===== config.mk =====
export PLATFORM = sky130hd
export DESIGN_NAME = lab5_hexscan_display_flat
export DESIGN_NICKNAME = d
export VERILOG_FILES = /design/src/rtl/lab5_hexscan_display_if.sv /design/src/rtl/lab5_hexscan_display.sv /design/src/flat_wrapper.sv
export SDC_FILE = /design/constraint.sdc
export NUM_CORES = 1
export LEC_CHECK = 0
export BUFFER_PORTS_ARGS = -buffer_cell sky130_fd_sc_hd__buf_4
export CORE_ASPECT_RATIO = 1.25
export CORE_MARGIN = 2
export CORE_UTILIZATION = 50
export DETAILED_ROUTE_END_ITERATION = 10
export PLACE_DENSITY = 0.73
export SLEW_MARGIN = 25
export SYNTH_ARGS = -nofsm -noshare
export SYNTH_HDL_FRONTEND = slang
export SYNTH_SLANG_ARGS = --single-unit

===== constraint.sdc =====
create_clock -name CLK -period 5.1 [get_ports CLK]
set_clock_uncertainty 0.15 [all_clocks]
set_input_delay 0.765 -clock CLK [delete_from_list [all_inputs] [get_ports CLK]]
set_output_delay 0.765 -clock CLK [all_outputs]
set_load 0.005 [all_outputs]

===== src/rtl/lab5_hexscan_display_if.sv =====
// Bus between the data-memory output ports and the hex scan display.
// The master side drives the IO bytes and BLANK; the slave (display) drives the
// anode/segment outputs plus the slot index and frame strobe.
interface lab5_hexscan_display_if;
   logic [7:0] IOD;
   logic [7:0] IOE;
   logic [7:0] IOF;
   logic [7:0] IOG;
   logic       BLANK;
   logic [7:0] AN_L;
   logic [6:0] SEG_L;
   logic       DP_L;
   logic [2:0] DIGIT;
   logic       FRAME;

   modport master (
      output IOD, IOE, IOF, IOG, BLANK,
      input  AN_L, SEG_L, DP_L, DIGIT, FRAME
   );

   modport slave (
      input  IOD, IOE, IOF, IOG, BLANK,
      output AN_L, SEG_L, DP_L, DIGIT, FRAME
   );
endinterface


===== src/rtl/lab5_hexscan_display.sv =====
// 8-digit multiplexed common-anode hex display for {IOG,IOF,IOE,IOD}.
// Each digit slot lasts REFRESH_DIV cycles and opens with DEAD_CYC cycles of
// all anodes off. The value is copied into a shadow register once per frame so
// a scan never mixes two values.
// Optional feature macro: LEADING_ZERO_BLANK_EN (suppress leading zero digits).
module lab5_hexscan_display #(
   parameter int REFRESH_DIV = 1024,
   parameter int DEAD_CYC    = 16
) (
   input  logic                    CLK,
   input  logic                    RESET,
   lab5_hexscan_display_if.slave   io
);

   localparam int CW = $clog2(REFRESH_DIV);
   localparam logic [CW-1:0] TERM = CW'(REFRESH_DIV - 1);

   logic [CW-1:0] div_cnt;
   logic [2:0]    digit;
   logic [31:0]   shadow;
   logic          frame;
   logic [7:0]    an_l;
   logic [6:0]    seg_l;
   logic          dp_l;

   logic          terminal;
   logic          frame_end;
   logic [31:0]   new_val;
   logic [4:0]    nib_base;
   logic [3:0]    nibble;
   logic          suppressed;
   logic          dark;
   logic [7:0]    an_next;
   logic [6:0]    seg_next;
   logic          dp_next;

   assign terminal  = (div_cnt == TERM);
   assign frame_end = terminal && (digit == 3'd7);
   assign new_val   = {io.IOG, io.IOF, io.IOE, io.IOD};
   assign nib_base  = {digit, 2'b00};
   assign nibble    = shadow[nib_base +: 4];

   // Hex glyphs, active low, bit order {g,f,e,d,c,b,a}.
   function automatic logic [6:0] hex7(input logic [3:0] n);
      case (n)
         4'h0: hex7 = 7'b1000000;
         4'h1: hex7 = 7'b1111001;
         4'h2: hex7 = 7'b0100100;
         4'h3: hex7 = 7'b0110000;
         4'h4: hex7 = 7'b0011001;
         4'h5: hex7 = 7'b0010010;
         4'h6: hex7 = 7'b0000010;
         4'h7: hex7 = 7'b1111000;
         4'h8: hex7 = 7'b0000000;
         4'h9: hex7 = 7'b0010000;
         4'hA: hex7 = 7'b0001000;
         4'hB: hex7 = 7'b0000011;
         4'hC: hex7 = 7'b1000110;
         4'hD: hex7 = 7'b0100001;
         4'hE: hex7 = 7'b0000110;
         default: hex7 = 7'b0001110;
      endcase
   endfunction

`ifdef LEADING_ZERO_BLANK_EN
   logic [7:0] sup_mask;
   logic [7:0] sup_next;
   logic       zero_run;

   // Digit n is suppressed while it and every higher digit are zero; digit 0 always shows.
   always_comb begin
      sup_next = 8'h00;
      zero_run = 1'b1;
      for (int n = 7; n >= 1; n--) begin
         zero_run    = zero_run && (new_val[4*n +: 4] == 4'h0);
         sup_next[n] = zero_run;
      end
   end

   // Mask is captured together with the shadow; its reset value matches shadow=0.
   always_ff @(posedge CLK or negedge RESET) begin
      if (!RESET)
         sup_mask <= 8'hFE;
      else if (frame_end)
         sup_mask <= sup_next;
   end

   assign suppressed = sup_mask[digit];
`else
   assign suppressed = 1'b0;
`endif

   // Anodes go dark for BLANK, the slot's dead time, or a suppressed digit.
   always_comb begin
      dark     = io.BLANK || (int'(div_cnt) < DEAD_CYC) || suppressed;
      an_next  = dark ? 8'hFF : ~(8'b1 << digit);
      seg_next = hex7(nibble);
      dp_next  = dark ? 1'b1 : !((digit == 3'd2) || (digit == 3'd4) || (digit == 3'd6));
   end

   // Slot divider, digit index and once-per-frame shadow capture.
   always_ff @(posedge CLK or negedge RESET) begin
      if (!RESET) begin
         div_cnt <= '0;
         digit   <= 3'd0;
         shadow  <= 32'h0;
         frame   <= 1'b0;
      end else begin
         frame <= frame_end;
         if (terminal) begin
            div_cnt <= '0;
            digit   <= digit + 3'd1;
         end else begin
            div_cnt <= div_cnt + CW'(1);
         end
         if (frame_end)
            shadow <= new_val;
      end
   end

   // Display drivers are registered, one cycle behind the slot state.
   always_ff @(posedge CLK or negedge RESET) begin
      if (!RESET) begin
         an_l  <= 8'hFF;
         seg_l <= 7'h7F;
         dp_l  <= 1'b1;
      end else begin
         an_l  <= an_next;
         seg_l <= seg_next;
         dp_l  <= dp_next;
      end
   end

   assign io.AN_L  = an_l;
   assign io.SEG_L = seg_l;
   assign io.DP_L  = dp_l;
   assign io.DIGIT = digit;
   assign io.FRAME = frame;

endmodule


===== src/flat_wrapper.sv =====
// flat-port wrapper written by rule: the top's interface ports become plain ports
module lab5_hexscan_display_flat 
#(
   parameter int REFRESH_DIV = 1024,
   parameter int DEAD_CYC    = 16
)
  (CLK, RESET, io_IOD, io_IOE, io_IOF, io_IOG, io_BLANK, io_AN_L, io_SEG_L, io_DP_L, io_DIGIT, io_FRAME);
  lab5_hexscan_display_if io_i ();
  input  logic CLK;
  input  logic RESET;
  input wire logic [$bits(io_i.IOD)-1:0] io_IOD;
  input wire logic [$bits(io_i.IOE)-1:0] io_IOE;
  input wire logic [$bits(io_i.IOF)-1:0] io_IOF;
  input wire logic [$bits(io_i.IOG)-1:0] io_IOG;
  input wire logic [$bits(io_i.BLANK)-1:0] io_BLANK;
  output wire logic [$bits(io_i.AN_L)-1:0] io_AN_L;
  output wire logic [$bits(io_i.SEG_L)-1:0] io_SEG_L;
  output wire logic [$bits(io_i.DP_L)-1:0] io_DP_L;
  output wire logic [$bits(io_i.DIGIT)-1:0] io_DIGIT;
  output wire logic [$bits(io_i.FRAME)-1:0] io_FRAME;
  assign io_i.IOD = io_IOD;
  assign io_i.IOE = io_IOE;
  assign io_i.IOF = io_IOF;
  assign io_i.IOG = io_IOG;
  assign io_i.BLANK = io_BLANK;
  assign io_AN_L = io_i.AN_L;
  assign io_SEG_L = io_i.SEG_L;
  assign io_DP_L = io_i.DP_L;
  assign io_DIGIT = io_i.DIGIT;
  assign io_FRAME = io_i.FRAME;
  lab5_hexscan_display #(.REFRESH_DIV(REFRESH_DIV), .DEAD_CYC(DEAD_CYC)) u_core (.CLK(CLK), .RESET(RESET), .io(io_i));
endmodule

==> impl_results.md <==
* Commonest cells after routing, fill and taps aside: buf_4 (54), dfrtp_1 (46), mux2_4 (29)
* Total CTS buffers at 9
* Max FO, Critical Path at 12
* Critical path arrival at roughly 2900 ps
* ANT nets after route at 0
* Layout fillers at 460
* Total GRT Usage at 17.3%
* CTS Root Cell: clkbuf_8
* Final hold viol count at 0
* Clock sink total at between 60 and 70
* Final hold slack at 303 ps
* # rows at 31
* Synth Cell Area at roughly 3000 µm²
* CP required at 5210 ps
* Finished Layout Cells at 348
* Leakage at 1.83 nW
* Register bit total from synthesis at a little over 60
* Final-report max-slew violation count at 0
* Sequential fraction of the synthesis area at 51.7%
* Die Y-Extent at 91.2 µm
* Final wirelength at 5080 µm
* Vias in the first global route at 1,888
* Fin crit share at 54.9%
* Final #Nets at 309
* Commonest non-fill, non-tap cell in the layout: buf_4
* Worst-margin pin slew at 742 ps
* Status: finished clean
* Power per cell area at just under 300 nW/µm²
* Fmax at 357 MHz
* Nature of the critical path endpoint: flip-flop
* Syn. warnings at 0
* Largest net degree at the start of global routing at 63
* CTS tree: yes
* DRC viols at 0
* IO buf count at 54
* Final setup viols at 0
* Syn Nets at 250
* Routed via count at about 1,800
* Total global routing overflow at 0
* Main synth FF type: dfrtp_1
* Avg Inst Size Synth at 15.1 µm²
* Maximum vdd ir drop at 0.191 mV
* # resized after CTS at 0
* Max-Cap Viols at 0
* Number of synthesized flops with an enable pin at 0
* # placed instances at 332
* Initial DRT Pass Iterations at 4
* Post CTS Setup Buffer Count at 0
* Tmin final at 2800 ps
* H-tree depth at 3
* Slew headroom at 50.5%
* DIE WIDTH at 73.8 µm
* Area of the multi-input gates at 1370 µm²
* IO Pins at 55
* Synth cell types at 37
* Antenna diode count at 0
* Crit Path Class: reg -> reg
* Maximum clock path buffer count at 2
* Min-delay src: u_core.div_cnt[0]
* Ys async rst share at 100%
* RSZ-0062 raised after global routing: false
* Syn Inst Count at slightly above 200
* CTS Hold Buffers Added at 0
* Die footprint at a little under 7000 µm²
* Setup TNS at 0 ps
* Initial antenna violation count at 0
* First-pass GRT wire length at 8890 µm
* Synthesis-to-layout area growth at 21.8%
* Worst Hold Class: reg -> reg
* Initial Utilization at between 50% and 60%
* Worst Setup Start Kind: flip-flop
* Clock latency on the worst-skew pair at 330 ps
* Routability Congestion at 0.787
* Launch point of the critical path: u_core.io.DIGIT[0]
* Core ar. at slightly below 6000 µm²
* Clk slew on worst S/H paths at ~70 ps
* Avg WL per Cell at 14.6 µm
* Worst R2R Start: u_core.io.DIGIT[0]
* DRT iter0 DRCs at 144
* Vias/cell at 5.05
* HPWL after DPL at 3600 µm
* Share of cells above drive strength 1 at about half
* FF+latch area at 1570 µm²
[sequential cells by signal, summed over array words and instances, names as in the netlist]
| name | flops |
|---|---|
| u_core.div_cnt | 10 |
| u_core.shadow | 32 |
| u_core.io.SEG_L | 7 |
| u_core.io.AN_L | 8 |
| u_core.io.DP_L | 1 |
| u_core.io.DIGIT | 3 |
| u_core.io.FRAME | 1 |
[cells in the mapped netlist, types with 4 or more instances]
| master | n | area [µm²] |
|---|---|---|
| nand2_1 | 9 | 33.8 |
| nand3_1 | 8 | 40.0 |
| mux2i_1 | 8 | 80.1 |
| dfrtp_1 | 46 | 1150 |
| inv_1 | 9 | 33.8 |
| dfstp_2 | 16 | 420 |
| ha_1 | 13 | 163 |
| buf_6 | 5 | 56.3 |
| mux2_2 | 6 | 67.6 |
| xnor2_1 | 5 | 43.8 |
| mux2_4 | 29 | 435 |
| nor2_1 | 7 | 26.3 |
| xor2_1 | 4 | 35.0 |
| o21ai_0 | 4 | 20.0 |
| mux4_1 | 6 | 158 |
[logic make-up (layout without fill, tap and decap cells)]
logic type / Yosys count / in the layout / share of synthesized area (%)
flip-flops: 62 / 62 / 51.7
multiplexers: 53 / 53 / 27.3
AND/OR/NAND/NOR: 37 / 37 / 7.16
buffers and inverters: 16 / 80 / 3.25
adder cells (fa/ha/maj): 13 / 13 / 5.35
AO/OA/AOI/OAI: 12 / 12 / 2.67
XOR/XNOR: 9 / 9 / 2.59
[per-layer routing]
layer / GRT usage [%] / share of wire (%) / vias to the layer above
li1: - / - / 838
met1: 22.8 / 45 / 868
met2: 26.7 / 48 / 45
met3: 5.11 / 4.9 / 8
met4: 6.36 / 1.7 / 0
met5: 0 / 0 / -
[worst max-delay path, cell delays in order (launching register included)]
cell,delay [ps]
dfrtp_1,680
mux4_1,620
mux2i_1,470
inv_1,150
ha_1,250
and3_2,180
a211o_1,220
[final timing paths]
path | to | slack (ps) | cells after the start
worst min-delay path | u_core.div_cnt[0] | 300 | 1
min in group asynchronous | u_core.io.FRAME | 330 | 1
worst max-delay path | u_core.io.SEG_L[0] | 2300 | 6
max in group asynchronous | u_core.div_cnt[4] | 3960 | 1
worst min register to register | u_core.div_cnt[0] | 300 | 1
worst max register to register | u_core.io.SEG_L[0] | 2300 | 6
[final cells by class]
type / count / share of cell area (%)
clock buffer: 12 / 3.92
multi-input combinational: 124 / 37.0
timing repair buffer: 54 / 10.9
sequential: 62 / 42.4
clock inverter: 4 / 1.89
tap: 82 / 2.77
inverter: 10 / 1.01
[per-stage QoR]
stage               utilization, %  area, µm²  power [W]  setup slack [ps]
floorplan                        -       3040   0.000571              2680
global placement              59.6       3490   0.000615              2390
detailed placement            59.6       3490   0.000618              2270
CTS                           63.2       3700    0.00109              2230
global route                  63.2       3700    0.00112              2090
finish                        63.2       3700    0.00108              2300
[power breakdown]
| group | leakage (nW) | switching (W) | total (W) | internal (W) |
|---|---|---|---|---|
| logic | 0.995 | 0.0000327 | 0.0000847 | 0.0000520 |
| clock network | 0.110 | 0.000184 | 0.000471 | 0.000287 |
| registers | 0.722 | 0.00000913 | 0.000523 | 0.000514 |
| total | 1.83 | 0.000226 | 0.00108 | 0.000853 |
Power figures use the tool's default switching activity.
